==> config.mk <==
export PLATFORM = sky130hd
export DESIGN_NAME = parking_gate_ctrl
export DESIGN_NICKNAME = d
export VERILOG_FILES = /design/src/rtl/parking_gate_ctrl.sv
export SDC_FILE = /design/constraint.sdc
export NUM_CORES = 1
export LEC_CHECK = 0
export BUFFER_PORTS_ARGS = -buffer_cell sky130_fd_sc_hd__buf_4
export CAP_MARGIN = 25
export CORE_UTILIZATION = 47
export CTS_CLUSTER_DIAMETER = 150
export DETAILED_ROUTE_END_ITERATION = 10
export PLACE_DENSITY = 0.73
export SLEW_MARGIN = 20
export SYNTH_ARGS = -nofsm -noshare
export SYNTH_HDL_FRONTEND = slang
export SYNTH_SLANG_ARGS = --single-unit
==> constraint.sdc <==
create_clock -name CLOCK_50 -period 4.8 [get_ports CLOCK_50]
set_input_delay 0.96 -clock CLOCK_50 [delete_from_list [all_inputs] [get_ports CLOCK_50]]
set_output_delay 0.96 -clock CLOCK_50 [all_outputs]
set_load 0.005 [all_outputs]
==> src/rtl/parking_gate_ctrl.sv <==
// parking_gate_ctrl: entry/exit lane sequencer with shadow occupancy and serialised INC/DEC issue (optional PARKING_CHECK_EN)
module parking_gate_ctrl #(
    parameter logic [4:0] MAX = 5'd25
) (
    input  logic       CLOCK_50,
    input  logic       RST,
    input  logic       ENT_A,
    input  logic       ENT_B,
    input  logic       EXT_A,
    input  logic       EXT_B,
    input  logic [4:0] cntNum,
    output logic       INC,
    output logic       DEC,
    output logic       ENT_OPEN,
    output logic       EXT_OPEN,
    output logic       FULL,
    output logic       EMPTY,
    output logic       MISMATCH
);
    typedef enum logic [1:0] {IDLE, OUTER, BOTH, INNER} lane_t;

    lane_t      ent_q, ent_d, ext_q, ext_d;
    logic [4:0] occ_q, occ_d;
    logic [1:0] pend_in_q, pend_in_d, pend_out_q, pend_out_d;
    logic       rr_q, rr_d, inc_q, inc_d, dec_q, dec_d;
    logic       ent_done, ext_done, gnt_in, gnt_out;

    function automatic lane_t lane_next(input lane_t s, input logic a, input logic b, input logic en);
        case (s)
            IDLE:    lane_next = (en && a && !b) ? OUTER : IDLE;
            OUTER:   lane_next = (a && b) ? BOTH : (!a && !b) ? IDLE : OUTER;
            BOTH:    lane_next = (!a && b) ? INNER : (a && !b) ? OUTER : BOTH;
            default: lane_next = (!a && !b) ? IDLE : (a && b) ? BOTH : INNER;
        endcase
    endfunction

    function automatic logic [1:0] pend_next(input logic [1:0] p, input logic add, input logic sub);
        pend_next = (add && !sub) ? ((p == 2'd3) ? p : p + 2'd1) : (sub && !add) ? p - 2'd1 : p;
    endfunction

    // lane sequencing, occupancy tracking and one-op-per-cycle round-robin issue
    always_comb begin
        ent_d      = lane_next(ent_q, ENT_A, ENT_B, occ_q < MAX);
        ext_d      = lane_next(ext_q, EXT_A, EXT_B, occ_q != 5'd0);
        ent_done   = (ent_q == INNER) && !ENT_A && !ENT_B;
        ext_done   = (ext_q == INNER) && !EXT_A && !EXT_B;
        occ_d      = (ent_done && !ext_done && occ_q < MAX) ? occ_q + 5'd1 :
                     (ext_done && !ent_done && occ_q != 5'd0) ? occ_q - 5'd1 : occ_q;
        gnt_in     = (pend_in_q != 2'd0) && ((pend_out_q == 2'd0) || !rr_q);
        gnt_out    = (pend_out_q != 2'd0) && !gnt_in;
        pend_in_d  = pend_next(pend_in_q, ent_done, gnt_in);
        pend_out_d = pend_next(pend_out_q, ext_done, gnt_out);
        rr_d       = ((pend_in_q != 2'd0) && (pend_out_q != 2'd0)) ? !rr_q : rr_q;
        inc_d      = gnt_in;
        dec_d      = gnt_out;
    end

    // state registers; reset aborts passages and discards pending ops
    always_ff @(posedge CLOCK_50) begin
        if (RST) begin
            ent_q      <= IDLE;
            ext_q      <= IDLE;
            occ_q      <= 5'd0;
            pend_in_q  <= 2'd0;
            pend_out_q <= 2'd0;
            rr_q       <= 1'b0;
            inc_q      <= 1'b0;
            dec_q      <= 1'b0;
        end else begin
            ent_q      <= ent_d;
            ext_q      <= ext_d;
            occ_q      <= occ_d;
            pend_in_q  <= pend_in_d;
            pend_out_q <= pend_out_d;
            rr_q       <= rr_d;
            inc_q      <= inc_d;
            dec_q      <= dec_d;
        end
    end

    assign INC      = inc_q;
    assign DEC      = dec_q;
    assign ENT_OPEN = ent_q != IDLE;
    assign EXT_OPEN = ext_q != IDLE;
    assign FULL     = occ_q == MAX;
    assign EMPTY    = occ_q == 5'd0;

`ifdef PARKING_CHECK_EN
    logic mis_q, mis_d;

    // sticky compare of the external count against occ once no ops are in flight
    always_comb begin
        mis_d = mis_q || ((pend_in_q == 2'd0) && (pend_out_q == 2'd0) && !inc_q && !dec_q && (cntNum != occ_q));
    end

    // mismatch flag register
    always_ff @(posedge CLOCK_50) begin
        if (RST) mis_q <= 1'b0;
        else     mis_q <= mis_d;
    end

    assign MISMATCH = mis_q;
`else
    logic unused_cnt;

    assign unused_cnt = ^cntNum;
    assign MISMATCH   = 1'b0;
`endif
endmodule

==> results.md, run 1 <==
Cells and area
- share of cells above drive strength 1: 15.7%
- synthesis-to-finish area growth: 13.5%
- post-route design area: 1190 µm²
- antenna cells: 0
- non-filler instance count after layout: 167
- final standard cell utilization of the core: 58.8%
- Final nets: 163

Worst setup path
- Worst Setup Start Kind: primary input
- crit path max fanout: 9
- required time at the endpoint of the critical path: 5.04 ns
- critical path capture point type: register
- Data arrival, critical path: 3.12 ns
- endpoint of the worst register-to-register path: occ_q[4]
- class of the most critical setup path: primary input to register
- setup slack of the worst register-to-register path: 2.19 ns
- logic depth of the worst register-to-register path: 8
- worst r2r src: occ_q[0]

Die
- height of the chip: 49.2 µm
- core area: 2020 µm²
- Core Rows: 16
- top-level port count: 18
- Initial Utilization: 51.8%
- Die Area: 2420 µm²
- Die Width: 49.2 µm

Detailed routing
- number of DRC violations after detailed-routing iteration 0: 48
- number of remaining DRC errors: 0
- wire per inst: 13.7 µm
- vias after detailed routing: 983
- number of search-and-repair iterations in the first detailed-routing pass: 4
- Post-Route WL: 2290 µm
- vias per cell: 5.89
- final antenna-violating net count: 0

Placed design
- quantity of I/O buffers inserted on ports: 11
- # placed instances: 163
- HPWL after DPL: 1630 µm
- Placement Cell Area: 1150 µm²
- RD Place Congestion: 0.787

Synthesis
- sequential cell area fraction in the yosys report: 30.6%
- Yosys warning count: 0
- async set-or-reset flop fraction in the synthesized netlist: 0%
- synthesis-stage register bit count: 16
- average size of a mapped cell: 8.25 µm²
- post-synth net total: 149
- number of instances in the synthesized netlist: 127
- cell area after synthesis: 1050 µm²
- number of enable-type register cells in the synthesized netlist: 0
- most instantiated flip-flop cell in the synthesis netlist: sky130_fd_sc_hd__dfxtp_1
- Yosys cell types: 34

CTS
- Clock H-tree levels: 1
- count of hold-fix buffers inserted at cts: 0
- number of buffers added by the clock tree synthesis step: 3
- CTS clock-pin slew for the worst setup and hold paths: 0.10 ns
- Post CTS Setup Buffer Count: 0
- PostCTS Resize Cnt: 0
- master cell of the clock root buffer: sky130_fd_sc_hd__clkbuf_4
- Clock Tree Buf Depth: 2
- clock latency at the later pin of the worst-skew pair: 0.29 ns
- TritonCTS clock tree: built
- sinks on the clock net: 16

STA
- share of the cycle needed by the critical path after routing: 60.0%
- peak clock frequency supported by timing: 347 MHz
- post-layout minimum cycle time: 2.88 ns
- setup repair after global routing missed its margin: false
- Setup Viol. Count Final: 0
- Slew Viols, Final: 0
- Fin. Hold Viols: 0
- accumulated negative setup slack: 0 ns
- clock skew after layout: 0.00374 ns

Global route
- all-layer global routing usage: 20.5%
- global-route met1 utilization: 24.3%
- initial antenna violation count: 0
- met3 usage: 3.74%
- Most Used Layer, Global Route: met2
- global-route track usage on met2: 35.6%
- largest net degree at the start of global routing: 17
- leftover overflow at the end of global routing: 0
- global-route wire length before repair: 3830 µm
- vias in the first global route: 916

Hold path
- type of the most critical hold path: register to register
- HP Start: rr_q
- Hold Path Cell Cnt: 2
- end point of the most critical hold path: rr_q

Power
- highest ir drop seen on vdd: 147 µV
- P per Cell Area: 213 nW/µm²
- leak pwr: 0.000493 µW
- PnR Total Power: 253 µW

Outcome
- status: finished, final reports clean

Run
- # Max-Cap Violations: 0

report_power, final:
| part | switching, µW | leakage, µW | total, µW | internal (µW) |
|---|---|---|---|---|
| sequential | 2.79 | 0.000129 | 138 | 135 |
| combinational | 13.3 | 0.000342 | 24.1 | 10.8 |
| clock | 45.1 | 0.0000210 | 91.4 | 46.2 |
stage by stage:
stage               worst slack [ns]  hold WS (ns)
finish                          1.92         0.526
detailed placement              1.64         0.516
global route                    1.76         0.561
floorplan                       2.07         0.468
CTS                             1.94         0.531
global placement                1.71         0.485
worst max-delay path, stage by stage:
cell and delay (ns):
sky130_fd_sc_hd__buf_4 0.13, sky130_fd_sc_hd__and4bb_2 0.34, sky130_fd_sc_hd__nand3_1 0.29, sky130_fd_sc_hd__inv_1 0.31, sky130_fd_sc_hd__fa_1 0.26, sky130_fd_sc_hd__nand3b_1 0.14
sky130_fd_sc_hd__nand2_1 0.09, sky130_fd_sc_hd__or4b_1 0.48, sky130_fd_sc_hd__nand4_1 0.10
cell usage in the layout (no fill, tap or decap):
| master | instances |
|---|---|
| sky130_fd_sc_hd__a21oi_1 | 15 |
| sky130_fd_sc_hd__or3_4 | 1 |
| sky130_fd_sc_hd__o21ai_0 | 8 |
| sky130_fd_sc_hd__o311a_1 | 1 |
| sky130_fd_sc_hd__or4_1 | 1 |
| sky130_fd_sc_hd__clkbuf_4 | 3 |
| sky130_fd_sc_hd__inv_1 | 9 |
| sky130_fd_sc_hd__nand2b_1 | 1 |
| sky130_fd_sc_hd__nand3_1 | 6 |
| sky130_fd_sc_hd__fa_1 | 1 |
| sky130_fd_sc_hd__or2_2 | 2 |
| sky130_fd_sc_hd__o311ai_1 | 2 |
| sky130_fd_sc_hd__nor4_1 | 1 |
| sky130_fd_sc_hd__nor2_1 | 13 |
| sky130_fd_sc_hd__and3_1 | 1 |
| sky130_fd_sc_hd__nand4_1 | 5 |
| sky130_fd_sc_hd__dfxtp_1 | 16 |
| sky130_fd_sc_hd__buf_4 | 11 |
| sky130_fd_sc_hd__mux2i_1 | 2 |
| sky130_fd_sc_hd__nor3_1 | 7 |
| sky130_fd_sc_hd__o311a_2 | 1 |
| sky130_fd_sc_hd__xnor2_1 | 1 |
| sky130_fd_sc_hd__ha_1 | 10 |
| sky130_fd_sc_hd__nand3b_1 | 2 |
| sky130_fd_sc_hd__nand2_1 | 7 |
| sky130_fd_sc_hd__nand4bb_1 | 2 |
| sky130_fd_sc_hd__or4b_1 | 1 |
| sky130_fd_sc_hd__conb_1 | 1 |
| sky130_fd_sc_hd__o311a_4 | 1 |
| sky130_fd_sc_hd__or3_1 | 1 |
| sky130_fd_sc_hd__o21a_1 | 2 |
| sky130_fd_sc_hd__a211oi_1 | 1 |
| sky130_fd_sc_hd__clkbuf_8 | 1 |
| sky130_fd_sc_hd__o22ai_1 | 1 |
| sky130_fd_sc_hd__and4bb_2 | 2 |
routing by layer:
layer	wire length [µm]	up-vias
met3	125	4
met2	1140	32
met4	27	0
met1	1000	454
li1	-	493
met5	0	-
cell usage after synthesis, types with 5 or more instances:
master	n	area share, %
sky130_fd_sc_hd__dfxtp_1	16	31
sky130_fd_sc_hd__a21oi_1	15	7.2
sky130_fd_sc_hd__nor2_1	13	4.7
sky130_fd_sc_hd__ha_1	10	12
sky130_fd_sc_hd__inv_1	9	3.2
sky130_fd_sc_hd__o21ai_0	8	3.8
sky130_fd_sc_hd__nand2_1	7	2.5
sky130_fd_sc_hd__nor3_1	7	3.3
sky130_fd_sc_hd__nand3_1	6	2.9
sky130_fd_sc_hd__nand4_1	5	3.0
layout make-up:
type                            instances  area [µm²]
Fill cell                             182         833
Timing Repair Buffer                   11        82.6
Multi-Input combinational cell        100         682
Clock buffer                            4        36.3
Inverter                                9        33.8
Tap cell                               27        33.8
Sequential cell                        16         320
logic make-up (layout without fill, tap and decap cells):
kind of cell / Yosys count / in the layout / share of synthesized area (%)
and+or+nand+nor: 53 / 53 / 28.7
DFF: 16 / 16 / 30.6
buffers and inverters: 11 / 24 / 4.30
muxes: 2 / 2 / 1.91
adders and majority gates: 11 / 11 / 13.9
other: 1 / 1 / 0.358
AOI/OAI and AO/OA: 32 / 32 / 19.5
xor gates and xnor gates: 1 / 1 / 0.836
flip-flops by register name (all words and copies together) (netlist names):
| name | flops |
|---|---|
| INC | 1 |
| ext_q | 2 |
| occ_q | 5 |
| rr_q | 1 |
| pend_in_q | 2 |
| ent_q | 2 |
| DEC | 1 |
| pend_out_q | 2 |
worst max-delay path by stage:
stage / from / to / slack, ns
finish: ENT_A / occ_q[4] / 1.92
global route: ENT_A / occ_q[4] / 1.76
CTS: ENT_A / occ_q[4] / 1.94
detailed placement: ENT_A / occ_q[4] / 1.64
global placement: ENT_A / occ_q[4] / 1.71
floorplan: ENT_B / occ_q[4] / 2.07
No activity file was read; power rests on OpenSTA's default activity.
==> run 2, diff against run 1 <==
ABC_AREA = 1   (was not set)
PLACE_DENSITY = 0.75   (was 0.73)
clock period = 2.3 ns   (was 4.8 ns; I/O delays follow)
==> results.md, run 2 <==
Synthesis
- cell area after synthesis: 1060 µm², was 1050 µm²
- number of instances in the synthesized netlist: 147, was 127
- average size of a mapped cell: 7.19 µm², was 8.25 µm²
- Yosys cell types: 31, was 34
- Yosys warning count: 0, unchanged
- most instantiated flip-flop cell in the synthesis netlist: sky130_fd_sc_hd__dfxtp_1, unchanged
- most numerous cell types in the synthesized netlist: 25 x sky130_fd_sc_hd__inv_1, 23 x sky130_fd_sc_hd__nor2_1, 20 x sky130_fd_sc_hd__nand2_1, was 16 x sky130_fd_sc_hd__dfxtp_1, 15 x sky130_fd_sc_hd__a21oi_1, 13 x sky130_fd_sc_hd__nor2_1
- most instantiated library cell after synthesis: sky130_fd_sc_hd__inv_1, was sky130_fd_sc_hd__dfxtp_1
- dominant cell type by area after synthesis: sky130_fd_sc_hd__dfxtp_1, unchanged
- async set-or-reset flop fraction in the synthesized netlist: 0%, unchanged
- fraction of synthesized cell area taken by the top area cell type: 30.3%, was 30.6%
- number of enable-type register cells in the synthesized netlist: 0, unchanged
- cell types with the largest area share after synthesis: sky130_fd_sc_hd__dfxtp_1 30%, sky130_fd_sc_hd__ha_1 12%, sky130_fd_sc_hd__inv_1 8.9%, sky130_fd_sc_hd__nor2_1 8.2%, sky130_fd_sc_hd__nand2_1 7.1%, was sky130_fd_sc_hd__dfxtp_1 31%, sky130_fd_sc_hd__ha_1 12%, sky130_fd_sc_hd__a21oi_1 7.2%, sky130_fd_sc_hd__nor2_1 4.7%, sky130_fd_sc_hd__o21ai_0 3.8%
- sequential cell area fraction in the yosys report: 30.3%, was 30.6%
- synthesis-stage register bit count: 16, unchanged
- post-synth net total: 169, was 149

Die
- Initial Utilization: 51.8%, about the same
- Die Width: 49.4 µm, was 49.2 µm
- height of the chip: 49.4 µm, was 49.2 µm
- core area: 2040 µm², was 2020 µm²
- top-level port count: 18, unchanged
- Core Rows: 16, unchanged
- Die Area: 2440 µm², was 2420 µm²

Outcome
- status: finished, final reports clean, unchanged

STA
- accumulated negative setup slack: 0 ns, unchanged
- Setup Viol. Count Final: 0, unchanged
- peak clock frequency supported by timing: 531 MHz
- share of the cycle needed by the critical path after routing: 81.8%
- clock skew after layout: 0.00642 ns, was 0.00374 ns
- post-layout minimum cycle time: 1.88 ns
- Fin. Hold Viols: 0, unchanged
- setup repair after global routing missed its margin: false, unchanged
- Slew Viols, Final: 0, unchanged

Global route
- all-layer global routing usage: 18.8%, was 20.5%
- vias in the first global route: 899, was 916
- largest net degree at the start of global routing: 11, was 17
- global-route wire length before repair: 3630 µm, was 3830 µm
- initial antenna violation count: 0, unchanged
- leftover overflow at the end of global routing: 0, unchanged

Cells and area
- non-filler instance count after layout: 187, was 167
- register with the most flip-flops: occ_q, unchanged
- Final nets: 183, was 163
- antenna cells: 0, unchanged
- most common library cell in the layout ignoring fill and taps: sky130_fd_sc_hd__inv_1, was sky130_fd_sc_hd__dfxtp_1
- synthesis-to-finish area growth: 13.4%, was 13.5%
- commonest non-fill, non-tap cells in the layout: 25 x sky130_fd_sc_hd__inv_1, 23 x sky130_fd_sc_hd__nor2_1, 20 x sky130_fd_sc_hd__nand2_1, was 16 x sky130_fd_sc_hd__dfxtp_1, 15 x sky130_fd_sc_hd__a21oi_1, 13 x sky130_fd_sc_hd__nor2_1
- share of cells above drive strength 1: 16.9%, was 15.7%
- max reg flops: 5, unchanged

CTS
- CTS clock-pin slew for the worst setup and hold paths: 0.10 ns, about the same
- Clock Tree Buf Depth: 2, unchanged
- Post CTS Setup Buffer Count: 0, unchanged
- Clock H-tree levels: 1, unchanged
- PostCTS Resize Cnt: 0, unchanged
- count of hold-fix buffers inserted at cts: 0, unchanged
- clock latency at the later pin of the worst-skew pair: 0.29 ns, about the same
- number of buffers added by the clock tree synthesis step: 3, unchanged
- master cell of the clock root buffer: sky130_fd_sc_hd__clkbuf_4, unchanged
- TritonCTS clock tree: built, unchanged
- sinks on the clock net: 16, unchanged

Detailed routing
- routed wire length on met3: 68 µm, was 125 µm
- Detail Route met2 WL: 946 µm, was 1140 µm
- final antenna-violating net count: 0, unchanged
- vias per cell: 4.96, was 5.89
- Post-Route WL: 1960 µm, was 2290 µm
- vias after detailed routing: 928, was 983
- number of search-and-repair iterations in the first detailed-routing pass: 2, was 4
- wire length the detailed router placed on met1: 909 µm, was 1000 µm
- number of remaining DRC errors: 0, unchanged
- highest metal used: met4, unchanged
- number of DRC violations after detailed-routing iteration 0: 7, was 48
- wire per inst: 10.5 µm, was 13.7 µm

Placed design
- # placed instances: 183, was 163
- HPWL after DPL: 1600 µm, was 1630 µm
- quantity of I/O buffers inserted on ports: 11, unchanged
- RD Place Congestion: 0.880, was 0.787

Power
- highest ir drop seen on vdd: 437 µV, was 147 µV
- P per Cell Area: 481 nW/µm², was 213 nW/µm²
- leak pwr: 0.000584 µW, was 0.000493 µW

Worst setup path
- Data arrival, critical path: 2.12 ns, was 3.12 ns
- worst r2r src: occ_q[0], unchanged
- class of the most critical setup path: register to register, was primary input to register
- logic depth of the worst register-to-register path: 14, was 8
- critical path capture point type: register, unchanged
- destination of the critical timing path: occ_q[4], unchanged
- setup slack of the worst register-to-register path: 0.42 ns, was 2.19 ns
- worst setup path start: occ_q[0], was ENT_A
- required time at the endpoint of the critical path: 2.54 ns, was 5.04 ns
- Worst Setup Start Kind: register, was primary input
- endpoint of the worst register-to-register path: occ_q[4], unchanged
- crit path max fanout: 7, was 9

Hold path
- Hold Path Cell Cnt: 2, unchanged
- HP Start: RST, was rr_q
- type of the most critical hold path: primary input to register, was register to register

Run
- # Max-Cap Violations: 0, unchanged

## run 2: cell count changes after synthesis, sizes merged, moves of 3 or more
cell	change
inv	+17
nand2	+16
nor2	+13
a21oi	-4
nand4	-3
nor3	-3
o311a	-3
## run 2: cells by family after synthesis
group / synth area share, %
XOR/XNOR: 1.66
adder cells (fa/ha/maj): 13.7
flip-flops: 30.3
buffers and inverters: 10.3
AND/OR/NAND/NOR: 29.9
AO/OA/AOI/OAI: 13.7
other: 0.355
## run 2: metrics by stage
step	hold slack [ns]	area (µm²)	util [%]	total power [µW]	setup WS, ns
CTS	0.392	1200	58.7	583	0.410
global route	0.397	1200	58.7	610	0.208
finish	0.393	1200	58.7	576	0.418
floorplan	0.465	1060	-	364	0.453
global placement	0.489	1160	56.9	391	0.179
detailed placement	0.492	1160	56.9	396	0.109
## run 2: layout make-up
type                            instances  area [µm²]
Clock buffer                            4        36.3
Fill cell                             205         843
Inverter                               26        97.6
Multi-Input combinational cell        103         628
Sequential cell                        16         320
Tap cell                               27        33.8
Timing Repair Buffer                   11        82.6
## run 2: critical path, cell delays in order (launching register included)
cell and delay, ns:
sky130_fd_sc_hd__dfxtp_1 0.37, sky130_fd_sc_hd__nor2_2 0.14, sky130_fd_sc_hd__nand2_1 0.07, sky130_fd_sc_hd__nand2_2 0.10, sky130_fd_sc_hd__nand3_4 0.13, sky130_fd_sc_hd__ha_1 0.36
sky130_fd_sc_hd__nand2_1 0.07, sky130_fd_sc_hd__nand2_1 0.04, sky130_fd_sc_hd__nor2_1 0.16, sky130_fd_sc_hd__inv_1 0.05, sky130_fd_sc_hd__nand2_1 0.09, sky130_fd_sc_hd__nand3_2 0.07
sky130_fd_sc_hd__nand2_1 0.05, sky130_fd_sc_hd__inv_1 0.03, sky130_fd_sc_hd__nor2_1 0.08
## run 2: per-layer routing
| layer | vias up | global-route usage [%] |
|---|---|---|
| li1 | 496 | - |
| met1 | 412 | 22.3 |
| met2 | 14 | 32.9 |
| met3 | 6 | 5.92 |
| met4 | 0 | 3.81 |
| met5 | - | 0 |
## run 2: how the worst min path moves through the flow
stage / endpoint / slack [ns]
2_1_floorplan: pend_out_q[1] / 0.46
3_3_place_gp: pend_out_q[1] / 0.49
3_5_place_dp: pend_out_q[1] / 0.49
4_1_cts: occ_q[2] / 0.39
5_1_grt: occ_q[2] / 0.40
6_report: occ_q[2] / 0.39
## run 2: power breakdown
| part | switching [µW] | internal (µW) | leakage, µW |
|---|---|---|---|
| Combinational | 53.2 | 38.4 | 0.000433 |
| Sequential | 8.49 | 289 | 0.000129 |
| Clock | 91.2 | 96.4 | 0.0000210 |
| Total | 153 | 423 | 0.000584 |
==> run 3, diff against run 2 <==
clock period = 1.65 ns   (was 2.3 ns; I/O delays follow)
==> results.md, run 3 (synthesized netlist as in run 2, its figures left out) <==
Detailed routing
- number of search-and-repair iterations in the first detailed-routing pass: 4, was 2
- Post-Route WL: 3010 µm, was 1960 µm
- final antenna-violating net count: 0, unchanged
- wire per inst: 13.9 µm, was 10.5 µm
- number of DRC violations after detailed-routing iteration 0: 22, was 7
- vias after detailed routing: 1121, was 928
- vias per cell: 5.19, was 4.96
- number of remaining DRC errors: 0, unchanged

Placed design
- HPWL after DPL: 1810 µm, was 1600 µm
- Placement Cell Area: 1360 µm², was 1160 µm²
- Setup WS pre-CTS: -0.230 ns, was 0.109 ns
- RD Place Congestion: 0.766, was 0.880
- quantity of I/O buffers inserted on ports: 11, unchanged

CTS
- Clock Tree Buf Depth: 2, unchanged
- clock latency at the later pin of the worst-skew pair: 0.29 ns, about the same
- number of buffers added by the clock tree synthesis step: 3, unchanged
- sinks on the clock net: 16, unchanged
- TritonCTS clock tree: built, unchanged
- master cell of the clock root buffer: sky130_fd_sc_hd__clkbuf_4, unchanged
- count of hold-fix buffers inserted at cts: 0, unchanged
- Clock H-tree levels: 1, unchanged
- CTS clock-pin slew for the worst setup and hold paths: 0.11 ns, was 0.10 ns

Cells and area
- commonest non-fill, non-tap cells in the layout: 38 x sky130_fd_sc_hd__buf_4, 21 x sky130_fd_sc_hd__inv_1, 21 x sky130_fd_sc_hd__nor2_1, was 25 x sky130_fd_sc_hd__inv_1, 23 x sky130_fd_sc_hd__nor2_1, 20 x sky130_fd_sc_hd__nand2_1
- post-route design area: 1540 µm², was 1200 µm²
- register with the most flip-flops: occ_q, unchanged
- share of cells above drive strength 1: 44.4%, was 16.9%
- max reg flops: 5, unchanged
- antenna cells: 0, unchanged
- Final nets: 212, was 183
- synthesis-to-finish area growth: 45.2%, was 13.4%
- most common library cell in the layout ignoring fill and taps: sky130_fd_sc_hd__buf_4, was sky130_fd_sc_hd__inv_1

Worst setup path
- cell with the largest stage delay on the worst path: sky130_fd_sc_hd__fa_2, was sky130_fd_sc_hd__dfxtp_1
- Worst Setup Start Kind: register, unchanged
- destination of the critical timing path: occ_q[4], unchanged
- crit path max fanout: 6, was 7
- cell family with most CP delay: simple AND/OR/NAND/NOR gates, unchanged
- logic depth of the worst register-to-register path: 14, unchanged
- class of the most critical setup path: register to register, unchanged
- Data arrival, critical path: 1.96 ns, was 2.12 ns
- critical path capture point type: register, unchanged
- required time at the endpoint of the critical path: 1.85 ns, was 2.54 ns
- endpoint of the worst register-to-register path: occ_q[4], unchanged
- Critical Path Stages: 14, unchanged
- Crit path buffers/inverters: 4, was 2
- crit-path max cell delay: 0.39 ns, was 0.37 ns
- worst setup path start: occ_q[3], was occ_q[0]
- worst r2r src: occ_q[3], was occ_q[0]
- setup slack of the worst register-to-register path: -0.11 ns, was 0.42 ns
- cells along the critical path: nand2_2 > inv_2 > nand2_2 > nand3_4 > inv_2 > fa_2 > nor2_4 > nor2_4 > inv_2 > nand2_2 > nand3_2 > nand2_1 > inv_1 > nor2_1, was nor2_2 > nand2_1 > nand2_2 > nand3_4 > ha_1 > nand2_1 > nand2_1 > nor2_1 > inv_1 > nand2_1 > nand3_2 > nand2_1 > inv_1 > nor2_1

Power
- PnR Total Power: 851 µW, was 576 µW
- leak pwr: 0.000737 µW, was 0.000584 µW
- highest ir drop seen on vdd: 376 µV, was 437 µV
- P per Cell Area: 554 nW/µm², was 481 nW/µm²

Global route
- largest net degree at the start of global routing: 11, unchanged
- all-layer global routing usage: 21.4%, was 18.8%
- leftover overflow at the end of global routing: 0, unchanged
- vias in the first global route: 1039, was 899
- initial antenna violation count: 0, unchanged
- global-route wire length before repair: 4090 µm, was 3630 µm

Run
- # Max-Cap Violations: 0, unchanged

Die
- Initial Utilization: 51.8%, unchanged
- top-level port count: 18, unchanged
- core area: 2040 µm², unchanged
- Die Area: 2440 µm², unchanged
- Core Rows: 16, unchanged
- Die Width: 49.4 µm, unchanged
- height of the chip: 49.4 µm, unchanged

STA
- post-layout minimum cycle time: 1.76 ns, was 1.88 ns
- accumulated negative setup slack: -0.186 ns, was 0 ns
- setup repair after global routing missed its margin: true, was false
- Worst Setup Slack, final: -0.111 ns, was 0.418 ns
- peak clock frequency supported by timing: 568 MHz, was 531 MHz
- share of the cycle needed by the critical path after routing: 107%, was 81.8%
- Slew Viols, Final: 0, unchanged
- Setup Viol. Count Final: 2, was 0
- clock skew after layout: 0.00562 ns, was 0.00642 ns
- Fin. Hold Viols: 0, unchanged

Outcome
- status: finished, violations left, was finished, final reports clean
- violations in the final reports: setup timing

Hold path
- type of the most critical hold path: primary input to register, unchanged

run 3: worst min-delay path by stage:
stage                   from             to  slack [ns]  cells past startpoint
2_1_floorplan  pend_out_q[1]  pend_out_q[1]        0.46                      1
3_3_place_gp   pend_out_q[1]  pend_out_q[1]        0.49                      1
3_5_place_dp   pend_out_q[1]  pend_out_q[1]        0.49                      1
4_1_cts                  RST       occ_q[2]        0.27                      2
5_1_grt                  RST            DEC        0.27                      2
6_report                 RST       occ_q[2]        0.27                      2
run 3: timing repair:
| item | 4_1_cts | 5_1_grt |
|---|---|---|
| setup endpoints to repair | 2 | 4 |
| resized for setup | 8 | 21 |
| cloned | 0 | 0 |
| pin swaps | 12 | 15 |
| buffers inserted | 3 | 3 |
run 3: area by class of cell:
| class | instances | area (µm²) |
|---|---|---|
| Inverter | 26 | 97.6 |
| Clock buffer | 4 | 36.3 |
| Sequential cell | 16 | 329 |
| Multi-Input combinational cell | 103 | 731 |
| Tap cell | 27 | 33.8 |
| Timing Repair Buffer | 40 | 308 |
| Fill cell | 153 | 507 |
run 3: worst register-to-register path, cell delays in order, from the launching register on:
cell and delay [ns]:
sky130_fd_sc_hd__dfxtp_2 0.35, sky130_fd_sc_hd__nand2_2 0.08, sky130_fd_sc_hd__inv_2 0.06, sky130_fd_sc_hd__nand2_2 0.07, sky130_fd_sc_hd__nand3_4 0.15, sky130_fd_sc_hd__inv_2 0.06, sky130_fd_sc_hd__fa_2 0.39, sky130_fd_sc_hd__nor2_4 0.15
sky130_fd_sc_hd__nor2_4 0.05, sky130_fd_sc_hd__inv_2 0.05, sky130_fd_sc_hd__nand2_2 0.06, sky130_fd_sc_hd__nand3_2 0.06, sky130_fd_sc_hd__nand2_1 0.05, sky130_fd_sc_hd__inv_1 0.05, sky130_fd_sc_hd__nor2_1 0.04
run 3: where the power goes:
group / internal, µW / switching, µW / total [µW]
sequential: 403 / 9.93 / 413
combinational: 75.2 / 92.1 / 167
clock: 134 / 136 / 270
run 3: stage by stage:
stage,hold slack [ns],utilization (%),cells
after floorplan,0.465,-,147
after global placement,0.489,66.5,206
after detailed placement,0.491,66.5,206
after CTS,0.271,70.4,213
after global routing,0.266,75.2,216
final,0.272,75.2,216
run 3: routing by layer:
layer | vias to the layer above | GRT usage, % | share of wire, %
li1 | 555 | - | -
met1 | 524 | 25.3 | 42
met2 | 40 | 38.8 | 53
met3 | 2 | 3.43 | 4.9
met4 | 0 | 7.14 | 0.47
met5 | - | 0 | 0
